File: config.mk
export PLATFORM = sky130hd
export DESIGN_NAME = bus_arbiter_2m
export DESIGN_NICKNAME = d
export VERILOG_FILES = /design/src/rtl/bus_arb_pkg.sv /design/src/rtl/rr_pick2.sv /design/src/rtl/bus_arbiter_2m.sv
export SDC_FILE = /design/constraint.sdc
export NUM_CORES = 1
export LEC_CHECK = 0
export CORE_ASPECT_RATIO = 1.5
export CORE_MARGIN = 3
export CORE_UTILIZATION = 36
export CTS_BUF_LIST = sky130_fd_sc_hd__clkbuf_16
export CTS_CLUSTER_SIZE = 8
export DETAILED_ROUTE_END_ITERATION = 12
export GPL_ROUTABILITY_DRIVEN = 0
export PLACE_DENSITY = 0.78
export SLEW_MARGIN = 25
export SYNTH_ARGS = -nofsm -noshare
export SYNTH_HDL_FRONTEND = slang
export SYNTH_SLANG_ARGS = --single-unit
File: constraint.sdc
create_clock -name clk -period 1.7 [get_ports clk]
set_input_delay 0.255 -clock clk [delete_from_list [all_inputs] [get_ports clk]]
set_output_delay 0.255 -clock clk [all_outputs]
set_load 0.01 [all_outputs]
File: src/rtl/bus_arb_pkg.sv
// Shared FSM encoding and ramControl size/sign codes
// for the two-master data bus arbiter.
package bus_arb_pkg;

    typedef enum logic [1:0] {
        IDLE,
        ISSUE,
        WAIT,
        RESP
    } state_t;

    localparam logic [2:0] LS_B  = 3'b000;
    localparam logic [2:0] LS_H  = 3'b001;
    localparam logic [2:0] LS_W  = 3'b010;
    localparam logic [2:0] LS_BU = 3'b100;
    localparam logic [2:0] LS_HU = 3'b101;

    localparam int CNT_W = 4;

endpackage

File: src/rtl/rr_pick2.sv
// Two-way round-robin pick: on a tie the master that
// was not granted most recently wins.
module rr_pick2 (
    input  logic [1:0] req,
    input  logic       last,
    output logic [1:0] pick,
    output logic       valid
);

    always_comb begin
        pick = 2'b00;
        unique case (1'b1)
            (req == 2'b01): pick = 2'b01;
            (req == 2'b10): pick = 2'b10;
            (req == 2'b11): pick = last ? 2'b01 : 2'b10;
            default:        pick = 2'b00;
        endcase
        valid = |req;
    end

endmodule

File: src/rtl/bus_arbiter_2m.sv
// Two-master, one-slave round-robin arbiter: latch winner,
// one slave strobe, fixed read latency, one-cycle ready.
module bus_arbiter_2m
    import bus_arb_pkg::*;
#(
    parameter int RD_LAT = 1,
    parameter int AW     = 32,
    parameter int DW     = 32
) (
    input  logic          clk,
    input  logic          reset,
    input  logic          m0_req,
    input  logic          m0_we,
    input  logic [AW-1:0] m0_addr,
    input  logic [DW-1:0] m0_wdata,
    input  logic [2:0]    m0_ctrl,
    output logic [DW-1:0] m0_rdata,
    output logic          m0_ready,
    input  logic          m1_req,
    input  logic          m1_we,
    input  logic [AW-1:0] m1_addr,
    input  logic [DW-1:0] m1_wdata,
    input  logic [2:0]    m1_ctrl,
    output logic [DW-1:0] m1_rdata,
    output logic          m1_ready,
    output logic          s_en,
    output logic          s_we,
    output logic [AW-1:0] s_addr,
    output logic [DW-1:0] s_wdata,
    output logic [2:0]    s_ctrl,
    input  logic [DW-1:0] s_rdata,
    output logic [1:0]    grant,
    output logic          busy
);

    if (RD_LAT < 1 || RD_LAT > 15) begin : g_bad_lat
        $fatal(1, "bus_arbiter_2m: RD_LAT must be within 1..15");
    end

    localparam logic [CNT_W-1:0] LAT = CNT_W'(RD_LAT);

    state_t           state;
    state_t           state_d;
    logic             last;
    logic [CNT_W-1:0] cnt;
    logic             we_q;
    logic [AW-1:0]    addr_q;
    logic [DW-1:0]    wdata_q;
    logic [2:0]       ctrl_q;
    logic [1:0]       grant_q;
    logic [DW-1:0]    rdata0;
    logic [DW-1:0]    rdata1;
    logic [1:0]       pick;
    logic             pick_vld;

    rr_pick2 u_pick (
        .req   ({m1_req, m0_req}),
        .last  (last),
        .pick  (pick),
        .valid (pick_vld)
    );

    always_ff @(posedge clk) begin
        if (!reset) begin
            state <= IDLE;
        end else begin
            state <= state_d;
        end
    end

    always_comb begin
        state_d = state;
        unique case (state)
            IDLE:    if (pick_vld) state_d = ISSUE;
            ISSUE:   state_d = we_q ? RESP : WAIT;
            WAIT:    if (cnt == CNT_W'(1)) state_d = RESP;
            RESP:    state_d = IDLE;
            default: state_d = IDLE;
        endcase
    end

    // Command is captured once at the pick; the slave side
    // only ever sees these registers.
    always_ff @(posedge clk) begin
        if (!reset) begin
            last    <= 1'b1;
            cnt     <= '0;
            we_q    <= 1'b0;
            addr_q  <= '0;
            wdata_q <= '0;
            ctrl_q  <= '0;
            grant_q <= 2'b00;
            rdata0  <= '0;
            rdata1  <= '0;
        end else begin
            unique case (state)
                IDLE: begin
                    if (pick_vld) begin
                        grant_q <= pick;
                        we_q    <= pick[1] ? m1_we    : m0_we;
                        addr_q  <= pick[1] ? m1_addr  : m0_addr;
                        wdata_q <= pick[1] ? m1_wdata : m0_wdata;
                        ctrl_q  <= pick[1] ? m1_ctrl  : m0_ctrl;
                    end
                end
                ISSUE: begin
                    if (!we_q) cnt <= LAT;
                end
                WAIT: begin
                    cnt <= cnt - CNT_W'(1);
                    if (cnt == CNT_W'(1)) begin
                        if (grant_q[1]) rdata1 <= s_rdata;
                        else            rdata0 <= s_rdata;
                    end
                end
                RESP: begin
                    last    <= grant_q[1];
                    grant_q <= 2'b00;
                end
                default: ;
            endcase
        end
    end

    assign s_en     = (state == ISSUE);
    assign s_we     = s_en & we_q;
    assign s_addr   = addr_q;
    assign s_wdata  = wdata_q;
    assign s_ctrl   = ctrl_q;
    assign grant    = grant_q;
    assign busy     = (state != IDLE);
    assign m0_ready = (state == RESP) & grant_q[0];
    assign m1_ready = (state == RESP) & grant_q[1];
    assign m0_rdata = rdata0;
    assign m1_rdata = rdata1;

endmodule

# Word-level counts from Yosys, hierarchy flattened
# Index checks and enable logic that the tools add are counted.
# word_totals
wordCells	50
register_bits	141
out_inout_bits	138
# classes
n_reduce_logical	11
eq_ne	10
bitwise_logic	4
n_addsub	1
mux	14
# op_table
cell	count
32-bit two-way mux	2
2-bit == test (second input constant)	4
2-bit two-way mux	4
2-bit case mux with 4 select lines	1
4-bit case mux with 2 select lines	1
2-bit AND reduction	4
2-bit inequality test (second input constant)	3
2-bit case mux with 3 select lines	1
3-bit AND reduction	2
2-bit nonzero test	3
2-bit by 1-bit == test with 1-bit output (second input constant)	2
4-bit by 1-bit == test with 1-bit output (second input constant)	1
4-bit two-way mux	1
2-bit case mux with 2 select lines	1
4-bit by 1-bit subtractor with 4-bit output (second input constant)	1
1-bit bitwise AND	3
3-bit two-way mux	1
2-bit logical NOT	1
1-bit two-way mux	2
2-bit OR reduction	1
1-bit NOT	1

# Logic depth before layout (Yosys ltp)
# logic_depth
depth_word	4
depth_mapped	8
depth_no_buf	7

# By module
# A second synthesis with hierarchy kept.
# hier_totals
hier_cells	654
area_unflattened_um2	6099.6
# modules_own_cells
module	area_per_inst_um2	instances	seq_area_each_um2	cells_per_inst
bus_arbiter_2m	6074.6	1	2822.7	650
rr_pick2	25.0	1	0.0	4

# Least setup slack after synthesis
# Ideal clock, no wire load.
# synth_timing
kind	register to register
from	register state[0]
to	register rdata1[10] (netlist: m1_rdata[10])
n_path_buf	2
period_less_slack_ns	1.591
setup_slack_ns	0.109
arrival_time_ns	1.475
path_stages_with_launch	9
cell_sequence	dfxtp_1 > inv_1 > ha_1 > and4bb_1 > and2_1 > buf_4 > buf_6 > nand2_1 > a21boi_1
# synth_via
elab_chain_len	2
# synth_lines
element	line	text
from (decl)	bus_arbiter_2m.sv:42	state_t state;
from (signal assigned)	bus_arbiter_2m.sv:67	state <= state_d;
2-bit == test	bus_arbiter_2m.sv:96	unique case (state)
3-bit AND reduction (no line)	n/a	
to (signal assigned)	bus_arbiter_2m.sv:112	if (grant_q[1]) rdata1 <= s_rdata;
to (decl)	bus_arbiter_2m.sv:52	logic [DW-1:0] rdata1;
# No other way between the ends.
# A chain may end at the register's enable or synchronous reset.

# Worst setup path after layout
# layout_timing
from	register state[0]
to	output port m0_ready
# layout_via
elab_chain_len	2
# layout_lines
element	line	text
2-bit == test	bus_arbiter_2m.sv:132	assign m0_ready = (state == RESP) & grant_q[0];
1-bit bitwise AND	bus_arbiter_2m.sv:132	
to (decl)	bus_arbiter_2m.sv:18	output logic m0_ready,
# No other way between the ends.

==> results.py <==
metrics = {
    "status": {
        "status": "complete, no violations",
    },
    "cells_and_area": {
        "final_layout_size_suffix_gt1_share_pct": 7.92,
        "final_nets": 1137,
        "area_growth_pct": 70.9,
        "most-common-layout-cells": "clkdlybuf4s50_1, dfxtp_1, nand2_1",
        "fin_area_um2": 9960,
        "final_common_cell": "clkdlybuf4s50_1",
        "postLayoutCoreUtil_pct": 63.2,
        "finalNonFillerCells": 1176,
    },
    "worst_setup_path": {
        "critPathMaxStageDelay_ns": 0.37,
        "path_class": "reg -> out",
        "critPathBufInv": 1,
        "required_ns": 1.44,
        "crit_family": "flip-flops",
        "cp_cell_sequence": "ha_2 -> and2_1 -> clkdlybuf4s15_2",
        "cp-start-kind": "register",
        "cpMaxStageDelayCell": "dfxtp_2",
        "critical_path.max_fanout": 6,
        "end_kind": "primary output",
        "crit_arrival_ns": 1.40,
    },
    "global_route": {
        "grt_pass1_vias": 5575,
        "grt_usage_pct": 20.0,
        "antenna_found_initial": 1,
        "grt_overflow": 0,
        "grtUsageMet2_pct": 34.4,
        "grt_pass1_wl_um": 28000,
        "top_usage_layer": "met2",
        "grt_use_met3_pct": 8.75,
        "grt_util_met1_pct": 21.2,
        "grt_start_max_net_pins": 62,
    },
    "route": {
        "drt_iter0_markers": 220,
        "wl_per_cell_um": 15.8,
        "vias": 5729,
        "drc": 0,
        "dr.pass1.iters": 4,
        "ant_nets": 0,
        "routed_wl_um": 18600,
        "viasPerCell": 4.87,
    },
    "placement": {
        "portBuffers": 309,
        "post-place-cells": 1140,
        "post-dp-hpwl_um": 13400,
        "placed_area_um2": 9290,
        "place_ws_ns": -0.0693,
    },
    "power": {
        "sw_frac_of_total_pct": 31.8,
        "ir_worst_vdd_mv": 0.679,
        "power_mw": 12.6,
        "p_seq_share_pct": 35.3,
        "switchingPower_mw": 4.00,
        "p_clk_share_pct": 28.9,
        "power.density_nw_per_um2": 1260,
        "p_int_mw": 8.58,
        "pwr-share-comb_pct": 35.7,
        "leakage_nw": 3.68,
    },
    "die": {
        "fp-row-count": 56,
        "die-height_um": 162,
        "initial_core_util_pct": 37.0,
        "ioPinCount": 310,
        "dieArea_um2": 17800,
        "die_w_um": 110,
        "core_area_um2": 15800,
    },
    "synth": {
        "yosys_register_bits": 141,
        "avgSynthCellArea_um2": 8.95,
        "post_synth_inst_count": 651,
        "synth.distinct_cells": 30,
        "syn_area_um2": 5830,
        "yosysWarnings": 0,
        "synth_fp_nets": 829,
        "seq_area_frac_synth_pct": 48.5,
    },
    "timing": {
        "tightest_slew_ns": 0.389,
        "hold_viol_final": 0,
        "fin_skew_ns": 0.0145,
        "max_freq_mhz": 606,
        "timing.hold.ws_ns": 0.224,
        "tns_ns": 0,
        "drv_slew": 0,
        "fin_crit_ns": 1.65,
        "finalCritPeriodShare_pct": 97.1,
        "finalWorstSetupSlack_ns": 0.0494,
        "rsz0062_at_grt": "true",
        "finalSetupViolCount": 0,
        "relSlewSlack_pct": 74.0,
    },
    "flow_run": {
        "cap_viol_max_count": 0,
    },
    "hold_path": {
        "hp-class": "in -> reg",
    },
    "clocking": {
        "insertion_delay_ns": 0.42,
        "cts_tree": "built",
        "path_clk_slew_ns": 0.06,
        "root_buffer": "clkbuf_16",
        "clock_sinks": 141,
        "cts_made_buffers": 17,
        "clock_path_buffers": 2,
        "htreeDepth": 4,
    },
}
-- Yosys cell counts (all sizes together) --
cell type,number,area share [%]
nor2,6,0.43
a21boi,68,8.8
ha,6,1.3
and3,1,0.11
clkbuf,24,1.5
nand2b,2,0.21
dfxtp,141,48
a22oi,1,0.13
nand2,136,8.8
and2,3,0.32
a32oi,1,0.15
a21oi,70,6.0
and4bb,1,0.21
nor3,1,0.086
nand3,3,0.26
o21ai,73,6.3
nor3b,2,0.26
inv,7,0.45
nand3b,1,0.13
nor2b,3,0.32
buf,28,3.4
or3b,2,0.30
a211oi,1,0.13
mux2i,69,12
and2b,1,0.13
-- routing by layer --
metal | routed length, µm | vias to the layer above
met5 | 0 | -
met4 | 413 | 0
met3 | 1960 | 23
met2 | 9460 | 241
met1 | 6770 | 2621
li1 | - | 2844
-- final cells by class --
| type | instances | area (µm²) |
|---|---|---|
| Inverter | 7 | 26.3 |
| Antenna cell | 1 | 2.50 |
| Clock inverter | 15 | 150 |
| Tap cell | 203 | 254 |
| Clock buffer | 17 | 425 |
| Multi-Input combinational cell | 451 | 2710 |
| Timing Repair Buffer | 341 | 3560 |
| Fill cell | 1338 | 5810 |
| Sequential cell | 141 | 2830 |
-- final timing paths --
check,start,to,slack [ns],cells after the start
hold reg to reg,m1_rdata[19],m1_rdata[19],0.45,2
setup / recovery,state[0],m0_ready,0.05,3
setup reg to reg,state[1],s_wdata[3],0.12,9
hold / removal,reset,last,0.22,2
-- sequential cells by signal, summed over array words and instances (netlist names) --
| name | cells |
|---|---|
| s_wdata | 32 |
| grant | 2 |
| m1_rdata | 32 |
| cnt | 4 |
| state | 2 |
| s_addr | 32 |
| m0_rdata | 32 |
| last | 1 |
| s_ctrl | 3 |
| we_q | 1 |
-- power groups by stage --
stage                     registers [mW]  clock network [mW]  logic (mW)
after floorplan                     4.77                   0        1.51
after global placement              4.48                   0        4.24
after detailed placement            4.49                   0        4.27
after CTS                           4.44                3.73        4.28
after global routing                4.53                3.86        4.89
final                               4.44                3.64        4.50
-- cell families (layout without fill, tap and decap cells) --
family	after synthesis	after routing	share of synthesized area (%)
AO/OA/AOI/OAI	214	214	21.5
AND/OR/NAND/NOR	162	162	11.5
flip-flops	141	141	48.5
multiplexers	69	69	11.9
buffers and inverters	59	380	5.35
adder cells (fa/ha/maj)	6	6	1.29
other	0	1	0
-- what timing repair did --
item | in CTS | in global routing
resized for setup | 15 | 9
setup endpoints to repair | 6 | 64
pin swaps | 0 | 1
cloned | 0 | 2
hold endpoints to repair | 0 | 0
setup buffers | 0 | 1
hold buffers | 0 | 0
-- worst register-to-register path, stage by stage (launching register included) --
cell and delay (ns):
dfxtp_4 0.36, inv_1 0.08, ha_2 0.22, inv_1 0.07, buf_4 0.14, nor2_4 0.09
buf_12 0.15, buf_16 0.17, o21ai_0 0.12, a21oi_1 0.12
(Power assumes the default switching activity.)
